--- config.mk ---
export PLATFORM = sky130hd
export DESIGN_NAME = vga_timing_gen
export DESIGN_NICKNAME = d
export VERILOG_FILES = /design/src/rtl/vga_pkg.sv /design/src/rtl/vga_axis_cnt.sv /design/src/rtl/vga_timing_gen.sv
export SDC_FILE = /design/constraint.sdc
export NUM_CORES = 1
export LEC_CHECK = 0
export CORE_UTILIZATION = 42
export CTS_BUF_LIST = sky130_fd_sc_hd__clkbuf_16
export CTS_CLUSTER_DIAMETER = 150
export CTS_CLUSTER_SIZE = 10
export DETAILED_ROUTE_END_ITERATION = 8
export PLACE_DENSITY_LB_ADDON = 0.1
export SETUP_SLACK_MARGIN = 0.4
export SLEW_MARGIN = 5
export SYNTH_ARGS = -nofsm -noshare
export SYNTH_HDL_FRONTEND = slang
export SYNTH_SLANG_ARGS = --single-unit
--- constraint.sdc ---
create_clock -name app_clk -period 2 [get_ports app_clk]
set_clock_uncertainty 0.1 [all_clocks]
set_input_delay 0.3 -clock app_clk [delete_from_list [all_inputs] [get_ports app_clk]]
set_output_delay 0.3 -clock app_clk [all_outputs]
set_load 0.01 [all_outputs]
--- src/rtl/vga_pkg.sv ---
// Shared VGA constants: default 640x480@60 timing, colour widths, pattern
// encodings and the counter-width helper used by the timing generator.
package vga_pkg;

    localparam int DEF_H_ACTIVE = 640;
    localparam int DEF_H_FP     = 16;
    localparam int DEF_H_SYNC   = 96;
    localparam int DEF_H_BP     = 48;
    localparam int DEF_V_ACTIVE = 480;
    localparam int DEF_V_FP     = 10;
    localparam int DEF_V_SYNC   = 2;
    localparam int DEF_V_BP     = 33;

    localparam int DEF_R_W = 3;
    localparam int DEF_G_W = 3;
    localparam int DEF_B_W = 2;

    typedef enum logic [1:0] {
        PAT_PASS    = 2'd0,
        PAT_BARS    = 2'd1,
        PAT_CHECKER = 2'd2,
        PAT_WHITE   = 2'd3
    } pattern_e;

    // Bits needed to hold 0..n-1; never less than one bit.
    function automatic int cnt_width(input int n);
        return (n > 1) ? $clog2(n) : 1;
    endfunction

endpackage

--- src/rtl/vga_axis_cnt.sv ---
// One timing axis: free-running counter that wraps at the axis total, plus
// decode of the sync window and the active (visible) window.
module vga_axis_cnt
    import vga_pkg::*;
#(
    parameter int ACTIVE = DEF_H_ACTIVE,
    parameter int FP     = DEF_H_FP,
    parameter int SYNC   = DEF_H_SYNC,
    parameter int BP     = DEF_H_BP,
    parameter int W      = cnt_width(ACTIVE + FP + SYNC + BP)
) (
    input  logic         clk,
    input  logic         arst_n,
    input  logic         adv,
    output logic [W-1:0] cnt,
    output logic         wrap,
    output logic         sync_act,
    output logic         active
);

    localparam int TOTAL      = ACTIVE + FP + SYNC + BP;
    localparam int SYNC_START = ACTIVE + FP;
    localparam int SYNC_END   = SYNC_START + SYNC;
    localparam logic [W-1:0] LAST = W'(TOTAL - 1);

    generate
        if (ACTIVE < 1 || SYNC < 1 || FP < 0 || BP < 0) begin : g_bad_timing
            $error("vga_axis_cnt: ACTIVE and SYNC must be >= 1, porches >= 0");
        end
    endgenerate

    int cnt_i;

    assign cnt_i    = int'(cnt);
    assign wrap     = (cnt == LAST);
    assign sync_act = (cnt_i >= SYNC_START) && (cnt_i < SYNC_END);
    assign active   = (cnt_i < ACTIVE);

    always_ff @(posedge clk or negedge arst_n) begin
        if (!arst_n) begin
            cnt <= '0;
        end else if (adv) begin
            cnt <= wrap ? '0 : cnt + 1'b1;
        end
    end

endmodule

--- src/rtl/vga_timing_gen.sv ---
// VGA timing generator: h/v counters, registered syncs, data-enable, colour
// and line/frame pulses. Define VGA_TEST_PATTERN_EN to enable built-in patterns.
module vga_timing_gen
    import vga_pkg::*;
#(
    parameter int   H_ACTIVE  = DEF_H_ACTIVE,
    parameter int   H_FP      = DEF_H_FP,
    parameter int   H_SYNC    = DEF_H_SYNC,
    parameter int   H_BP      = DEF_H_BP,
    parameter int   V_ACTIVE  = DEF_V_ACTIVE,
    parameter int   V_FP      = DEF_V_FP,
    parameter int   V_SYNC    = DEF_V_SYNC,
    parameter int   V_BP      = DEF_V_BP,
    parameter logic HSYNC_POL = 1'b0,
    parameter logic VSYNC_POL = 1'b0,
    parameter int   R_W       = DEF_R_W,
    parameter int   G_W       = DEF_G_W,
    parameter int   B_W       = DEF_B_W,
    localparam int  H_TOTAL   = H_ACTIVE + H_FP + H_SYNC + H_BP,
    localparam int  V_TOTAL   = V_ACTIVE + V_FP + V_SYNC + V_BP,
    localparam int  HW        = cnt_width(H_TOTAL),
    localparam int  VW        = cnt_width(V_TOTAL)
) (
    input  logic          app_clk,
    input  logic          app_arst_n,
    input  logic          enable,
    input  logic [1:0]    pattern_sel,
    input  logic [R_W-1:0] pix_r,
    input  logic [G_W-1:0] pix_g,
    input  logic [B_W-1:0] pix_b,
    output logic [HW-1:0] x_pos,
    output logic [VW-1:0] y_pos,
    output logic          hsync,
    output logic          vsync,
    output logic [R_W-1:0] red,
    output logic [G_W-1:0] green,
    output logic [B_W-1:0] blue,
    output logic          de,
    output logic          frame_start,
    output logic          line_start
);

    logic h_wrap, h_sync_act, h_active;
    logic v_wrap_unused, v_sync_act, v_active;

    vga_axis_cnt #(
        .ACTIVE(H_ACTIVE), .FP(H_FP), .SYNC(H_SYNC), .BP(H_BP), .W(HW)
    ) u_h_axis (
        .clk(app_clk), .arst_n(app_arst_n), .adv(enable),
        .cnt(x_pos), .wrap(h_wrap), .sync_act(h_sync_act), .active(h_active)
    );

    // The vertical axis steps only on the last pixel of a line, so both axes
    // return to zero on the same edge at the end of a frame.
    vga_axis_cnt #(
        .ACTIVE(V_ACTIVE), .FP(V_FP), .SYNC(V_SYNC), .BP(V_BP), .W(VW)
    ) u_v_axis (
        .clk(app_clk), .arst_n(app_arst_n), .adv(enable & h_wrap),
        .cnt(y_pos), .wrap(v_wrap_unused), .sync_act(v_sync_act), .active(v_active)
    );

    logic           de_p0, h_zero_p0, v_zero_p0;
    logic [R_W-1:0] col_r_p0;
    logic [G_W-1:0] col_g_p0;
    logic [B_W-1:0] col_b_p0;

    assign de_p0     = h_active & v_active;
    assign h_zero_p0 = (x_pos == '0);
    assign v_zero_p0 = (y_pos == '0);

`ifdef VGA_TEST_PATTERN_EN
    localparam int BAR_W = (H_ACTIVE >= 8) ? H_ACTIVE / 8 : 1;

    int         bar_idx;
    logic [2:0] bar_p0;
    logic       checker_p0;

    assign bar_idx    = int'(x_pos) / BAR_W;
    assign bar_p0     = (bar_idx > 7) ? 3'd7 : 3'(bar_idx);
    assign checker_p0 = ((int'(x_pos) ^ int'(y_pos)) & 8) != 0;
`else
    logic sel_unused;
    assign sel_unused = ^pattern_sel;
`endif

    always_comb begin
        col_r_p0 = pix_r;
        col_g_p0 = pix_g;
        col_b_p0 = pix_b;
`ifdef VGA_TEST_PATTERN_EN
        case (pattern_e'(pattern_sel))
            PAT_BARS: begin
                col_r_p0 = {R_W{bar_p0[2]}};
                col_g_p0 = {G_W{bar_p0[1]}};
                col_b_p0 = {B_W{bar_p0[0]}};
            end
            PAT_CHECKER: begin
                col_r_p0 = {R_W{checker_p0}};
                col_g_p0 = {G_W{checker_p0}};
                col_b_p0 = {B_W{checker_p0}};
            end
            PAT_WHITE: begin
                col_r_p0 = '1;
                col_g_p0 = '1;
                col_b_p0 = '1;
            end
            default: ;
        endcase
`endif
    end

    // p0 -> output registers: everything lags the counters by one clock
    always_ff @(posedge app_clk or negedge app_arst_n) begin
        if (!app_arst_n) begin
            hsync       <= ~HSYNC_POL;
            vsync       <= ~VSYNC_POL;
            de          <= 1'b0;
            red         <= '0;
            green       <= '0;
            blue        <= '0;
            frame_start <= 1'b0;
            line_start  <= 1'b0;
        end else begin
            hsync       <= h_sync_act ? HSYNC_POL : ~HSYNC_POL;
            vsync       <= v_sync_act ? VSYNC_POL : ~VSYNC_POL;
            de          <= de_p0;
            red         <= de_p0 ? col_r_p0 : '0;
            green       <= de_p0 ? col_g_p0 : '0;
            blue        <= de_p0 ? col_b_p0 : '0;
            frame_start <= enable & h_zero_p0 & v_zero_p0;
            line_start  <= enable & h_zero_p0 & v_active;
        end
    end

endmodule

==> qor.csv, run 1 <==
metric;value;unit
H-tree levels;2;
Final setup viols;0;
CTS tree;built;
IO Count;46;
first-pass GRT wire length;6150;um
gr usage total;20.9;%
post-route insts no fill;268;
Ys Warns;0;
Num CTS Buffers;5;
antenna violations before repair;0;
1st-iter DRT viols;47;
WL met3;212;um
Final Cycle Share;94.1;%
Die Height;62.4;um
Via density;5.14;
Cell Pwr Density;818;nW/um2
final cell area excluding filler cells;2460;um2
Fmax;531;MHz
routability cong.;0.795;
R2R setup slack;0.12;ns
DRC Markers;0;
critical path startpoint category;flop;
flops & latches, synth;33;
Nets;239;
critical path required time;2.11;ns
share of layout cells above drive strength 1;30.2;%
Seq. cell area;838;um2
Mapped Area;1530;um2
Comb pwr share;25.8;%
die width;62.4;um
RSZ-0062 raised after global routing;yes;
Worst-path clk slew;0.05;ns
Crit path arrival time;1.99;ns
Placed Area;2120;um2
num rows;21;
FF-to-FF path depth;4;
initial core utilization;44.8;%
drt total wl;3850;um
Seq pwr share;38.0;%
Area Overhead vs Synth;61.1;%
outcome;completed;
Leak Pwr;1.20;nW
Final ANT Viol Nets;0;
vias in the first global route;1300;
kind of end point of the critical path;flop;
synthesized netlist cell count;144;
highest routed layer;met4;
DR WL met2;1920;um
worst min path class;input pin to asynchronous set/reset pin;
Clock Sinks;33;
Worst-Margin Slew;0.426;ns
r2r endpoint;u_v_axis.cnt[3]$_DFFE_PN0P_;
RR Startpoint;u_h_axis.cnt[7]$_DFFE_PN0P_;
Final min period;1.88;ns
largest net degree at the start of global routing;34;
Worst slew margin;71.6;%
root buffer cell;clkbuf_16;
maximum vdd ir drop;0.000513;V
Clock power frac;36.2;%
setup_tns;0;ns
Crit Path Category;flop to flop;
die area;3890;um2
Worst-Skew Late Latency;0.27;ns
Pint;1.44;mW
Mean Syn Cell Area;10.6;um2
drt pass-1 iters;4;
HPWL after DPL;2400;um
fin. max-slew vios;0;
routed metal-1 wirelength;1640;um
maxcap violations;0;
placed instance count;244;
# diodes;0;
Core Area;3420;um2
IO buf count;43;
routed len/inst;14.3;um
NetSw;0.576;mW
Seq/Total Area, Yosys;54.1;%
Netlist cell types;36;
fillers;242;
detailed-route via count;1377;
Remaining Overflow, GRT;0;
Bufs on Longest Clock Path;2;
Syn Nets;162;
critical-path maximum fanout;4;
switch share;28.6;%
Multi-input gate area;743;um2
Hold Violations, Final;0;
total power;2.02;mW
-- power groups by stage --
| stage | combinational [mW] | sequential (mW) | clock (mW) |
|---|---|---|---|
| after CTS | 0.460 | 0.769 | 0.740 |
| after floorplan | 0.204 | 0.813 | 0 |
| final | 0.520 | 0.767 | 0.729 |
| after detailed placement | 0.423 | 0.787 | 0 |
| after global placement | 0.421 | 0.783 | 0 |
| after global routing | 0.563 | 0.772 | 0.781 |
-- cell usage in the layout, fill, tap and decap left out, types with 3 or more instances in the layout --
cell type / instances
nor3_2: 3
clkbuf_16: 5
clkdlybuf4s50_1: 22
dlymetal6s2s_1: 3
dlygate4sd2_1: 17
xnor2_1: 6
nor2_1: 8
dfrtp_1: 23
buf_6: 6
and3_1: 4
nand4_1: 6
and2_1: 10
nand3_1: 10
ha_1: 4
inv_1: 7
dfrtp_2: 8
o21ai_1: 3
nand3_2: 3
xor2_1: 4
nand2_1: 9
buf_4: 23
-- synthesized netlist by cell type --
cell      count  area share (%)
nand3_1      13             4.3
dfstp_2       2             3.4
xor2_1        4             2.3
nand4_1       6             2.5
o211ai_1      1            0.49
a31o_2        1            0.57
inv_1         7             1.7
a31oi_1       1            0.41
nor3_1        5             1.6
xnor2_1       6             3.4
or4_1         2            0.98
and3_1        4             1.6
nor2_1        9             2.2
nor3_2        1            0.65
o21bai_1      1            0.49
a21oi_1       2            0.65
and4_1        2             1.1
ha_1          5             4.1
nand2b_1      1            0.41
and2_1       10             4.1
o21ai_0       6             2.0
or3_1         1            0.41
nand2_1       9             2.2
or4b_1        1            0.65
clkbuf_1      1            0.25
nor2b_1       1            0.41
nor4_2        2             1.6
dfrtp_1      31              51
nor3b_1       1            0.49
nor4b_1       1            0.57
buf_2         1            0.33
or3_4         1            0.74
a21o_1        1            0.49
o311ai_0      2             1.1
buf_4         1            0.49
o21a_1        1            0.49
-- per-stage QoR --
step           util [%]  setup slack [ns]  hold WS [ns]
2_1_floorplan         -           0.00898       -0.0956
3_3_place_gp       62.0           -0.0335         0.404
3_5_place_dp       62.0           -0.0534         0.405
4_1_cts            69.2             0.117         0.350
5_1_grt            72.2            0.0529         0.379
6_report           72.2             0.118         0.330
-- state kept, by name, summed over array words and instances, names as in the netlist --
name / count
blue: 2
green: 3
de: 1
u_v_axis.cnt: 10
hsync: 1
u_h_axis.cnt: 10
frame_start: 1
vsync: 1
line_start: 1
red: 3
-- layout make-up --
cell class	instances	area share, %
sequential	33	34.0
multi-input combinational	101	30.2
timing repair buffer	73	26.6
clock buffer	5	5.08
tap	46	2.34
inverter	7	1.07
clock inverter	3	0.711
-- logic make-up (layout without fill, tap and decap cells) --
| logic type | Yosys count | after routing | share of synthesized area [%] |
|---|---|---|---|
| AO/OA/AOI/OAI | 16 | 16 | 6.71 |
| XOR/XNOR | 10 | 10 | 5.72 |
| adder cells (fa/ha/maj) | 5 | 5 | 4.09 |
| buffers and inverters | 10 | 88 | 2.78 |
| flip-flops | 33 | 33 | 54.1 |
| AND/OR/NAND/NOR | 70 | 70 | 26.6 |
-- metal layers --
layer,global-route usage [%],vias up
met5,0,-
met4,9.88,0
met3,5.70,7
met2,32.0,45
met1,27.4,662
li1,-,663
-- critical path, stage by stage (launching register included) --
cell and delay (ns):
dfrtp_1 0.38, or4b_4 0.60, or3_4 0.35, or3_1 0.32
nand3_1 0.07
-- timing repair --
item,4_1_cts,5_1_grt
gates cloned,0,1
buffers inserted,9,6
resized for setup,36,20
endpoints found under the setup margin,40,30
hold buffers,0,0
pin swaps,10,6
-- worst max path at each step --
stage,from,to,slack (ns),cells after the start
global placement,u_h_axis.cnt[5]$_DFFE_PN0P_,u_v_axis.cnt[8]$_DFFE_PN0P_,-0.03,5
CTS,u_h_axis.cnt[6]$_DFFE_PN0P_,u_v_axis.cnt[3]$_DFFE_PN0P_,0.12,4
floorplan,u_h_axis.cnt[5]$_DFFE_PN0P_,u_v_axis.cnt[3]$_DFFE_PN0P_,0.009,5
detailed placement,u_h_axis.cnt[5]$_DFFE_PN0P_,u_v_axis.cnt[8]$_DFFE_PN0P_,-0.05,5
global route,u_h_axis.cnt[7]$_DFFE_PN0P_,u_v_axis.cnt[1]$_DFFE_PN0P_,0.05,6
finish,u_h_axis.cnt[7]$_DFFE_PN0P_,u_v_axis.cnt[3]$_DFFE_PN0P_,0.12,4
No activity file was read; power rests on OpenSTA's default activity.
==> inputs of run 2 (changes only) <==
- CORE_UTILIZATION: 42 -> 50
- DONT_BUFFER_PORTS: default -> 1
==> run 2 against run 1 <==
Against the previous run:
- the flow now finishes with violations (DRC)
- cell count fell by 23%
- via count fell by 11%
- critical path depth did not move
- clock power fell by 2%
- utilization fell by 0.11 points
- routed wire length fell by 11%
- global-route usage rose by 0.93 points
- largest cell class unchanged
==> qor.csv, run 2 (synthesized netlist as in run 1, its figures left out) <==
metric;value;unit;change
antenna violations before repair;0;;unchanged
post-route insts no fill;207;;-23%
root buffer cell;clkbuf_16;;
Die Height;57.3;um;-8.1%
Worst-Skew Late Latency;0.28;ns;about the same
largest registers;u_h_axis.cnt x10, u_v_axis.cnt x10;;
detailed-route via count;1231;;-11%
IO Count;46;;unchanged
# diodes;0;;unchanged
Worst-path clk slew;0.05;ns;about the same
Final setup viols;0;;unchanged
Cell Pwr Density;963;nW/um2;+18%
layer with the highest usage;met2;;
crit-path max cell delay;0.60;ns;about the same
failing checks;DRC;;
die width;57.3;um;-8.1%
commonest non-fill, non-tap cell in the layout;dfrtp_1;;
share of layout cells above drive strength 1;33.5;%;+3.3 points
Core Area;2830;um2;-17%
Num CTS Buffers;5;;unchanged
worst min path class;input pin to flop;;
Worst-Margin Slew;0.443;ns;+0.0173 ns
M3 GR Usage;8.39;%;+2.7 points
Final Cycle Share;95.9;%;+1.8 points
drt pass-1 iters;9;;+5
kind of end point of the critical path;flop;;
M2 GR Usage;34.5;%;+2.4 points
most frequent cells in the layout;25 x dfrtp_1, 15 x buf_4, 10 x and2_1, 10 x nand3_1, 10 x buf_6;;
worst path buffer plus inverter count;0;;unchanged
IO buf count;0;;-100%
GR Util met1;26.9;%;-0.56 points
CP max stage cell;or4b_4;;
Nets;193;;-19%
Post-Place Worst Slack;-0.0174;ns;+0.0360 ns
Cell Chain, Critical Path;or4b_4 -> or3_4 -> or3_1 -> nand3_1;;
Worst slew margin;70.4;%;-1.2 points
HPWL after DPL;2150;um;-10%
vias in the first global route;1141;;-12%
routability cong.;0.786;;-1.1%
largest net degree at the start of global routing;34;;unchanged
critical path startpoint category;flop;;
Hold Violations, Final;0;;unchanged
Final min period;1.92;ns;+0.0366 ns
Top Family by Delay on Critical Path;simple AND/OR/NAND/NOR gates;;
H-tree levels;2;;unchanged
outcome;finished with violations;;
Leak Pwr;0.972;nW;-19%
die area;3290;um2;-16%
Remaining Overflow, GRT;0;;unchanged
RSZ-0062 raised after global routing;yes;;
1st-iter DRT viols;51;;+8.5%
Crit path arrival time;2.03;ns;+0.04 ns
Area Overhead vs Synth;33.2;%;
Crit Path Category;flop to flop;;
Bufs on Longest Clock Path;2;;unchanged
critical-path maximum fanout;5;;+1
gr usage total;21.8;%;+0.93 points
placed instance count;190;;-22%
Final WS setup;0.0814;ns;-0.0366 ns
num rows;19;;-9.5%
drt total wl;3440;um;-11%
CTS tree;built;;
fin util;72.0;%;-0.11 points
Clock Sinks;33;;unchanged
final cell area excluding filler cells;2040;um2;-17%
DRC Markers;5;;+5
routed len/inst;16.6;um;+16%
maxcap violations;0;;unchanged
Via density;5.95;;+16%
Placed Area;1700;um2;-20%
first-pass GRT wire length;5310;um;-14%
total power;1.96;mW;-2.6%
critical path required time;2.11;ns;about the same
Fmax;521;MHz;-1.9%
maximum vdd ir drop;0.000713;V;+39%
fin. max-slew vios;0;;unchanged
initial core utilization;54.1;%;+9.3 points
Final ANT Viol Nets;0;;unchanged
-- run 2: worst reg2reg max path: stages (launching register included) --
cell and delay, ns:
dfrtp_2 0.40, or4b_4 0.60, or3_4 0.38, or3_1 0.31, nand3_1 0.07
-- run 2: final timing paths --
path | start | end | slack (ns) | cells after the start
max | u_h_axis.cnt[5]$_DFFE_PN0P_ | u_v_axis.cnt[3]$_DFFE_PN0P_ | 0.08 | 4
min | enable | u_h_axis.cnt[1]$_DFFE_PN0P_ | 0.006 | 1
max reg2reg | u_h_axis.cnt[5]$_DFFE_PN0P_ | u_v_axis.cnt[3]$_DFFE_PN0P_ | 0.08 | 4
min reg2reg | u_v_axis.cnt[6]$_DFFE_PN0P_ | u_v_axis.cnt[6]$_DFFE_PN0P_ | 0.44 | 1
max in group asynchronous | app_arst_n | vsync$_DFF_PN1_ | 1.18 | 2
min in group asynchronous | app_arst_n | u_h_axis.cnt[4]$_DFFE_PN0P_ | 0.37 | 2
-- run 2: power breakdown --
group	leakage, nW	switching [mW]	total, mW	internal [mW]
Combinational	0.487	0.270	0.490	0.221
Clock	0.0748	0.267	0.718	0.451
Sequential	0.411	0.0318	0.754	0.723
Total	0.972	0.569	1.96	1.39
-- run 2: final cells by class --
cell class,instances,area (um2)
multi-input cells,101,743
clock inverters,3,13.8
repair buffers,27,255
clock buffers,5,125
flip-flops and latches,33,836
well taps,31,38.8
inverters,7,26.3
fillers,204,791
-- run 2: per-layer routing --
layer,share of wire [%],vias to the layer above
met5,0,-
li1,-,567
met1,42,612
met3,6.1,6
met4,1.1,0
met2,50,46
-- run 2: timing repair --
action	4_1_cts	5_1_grt
hold buffers	2	0
gates resized for setup	10	23
pin swaps	8	9
endpoints found under the setup margin	18	27
endpoints found under the hold margin	33	0
buffers inserted	3	4
-- run 2: through the flow --
step	setup TNS (ns)	hold WS [ns]
3_3_place_gp	-0.0411	-0.0945
6_report	0	0.00565
2_1_floorplan	0	-0.0956
4_1_cts	0	0.00465
3_5_place_dp	-0.0329	-0.0946
5_1_grt	0	0.00236
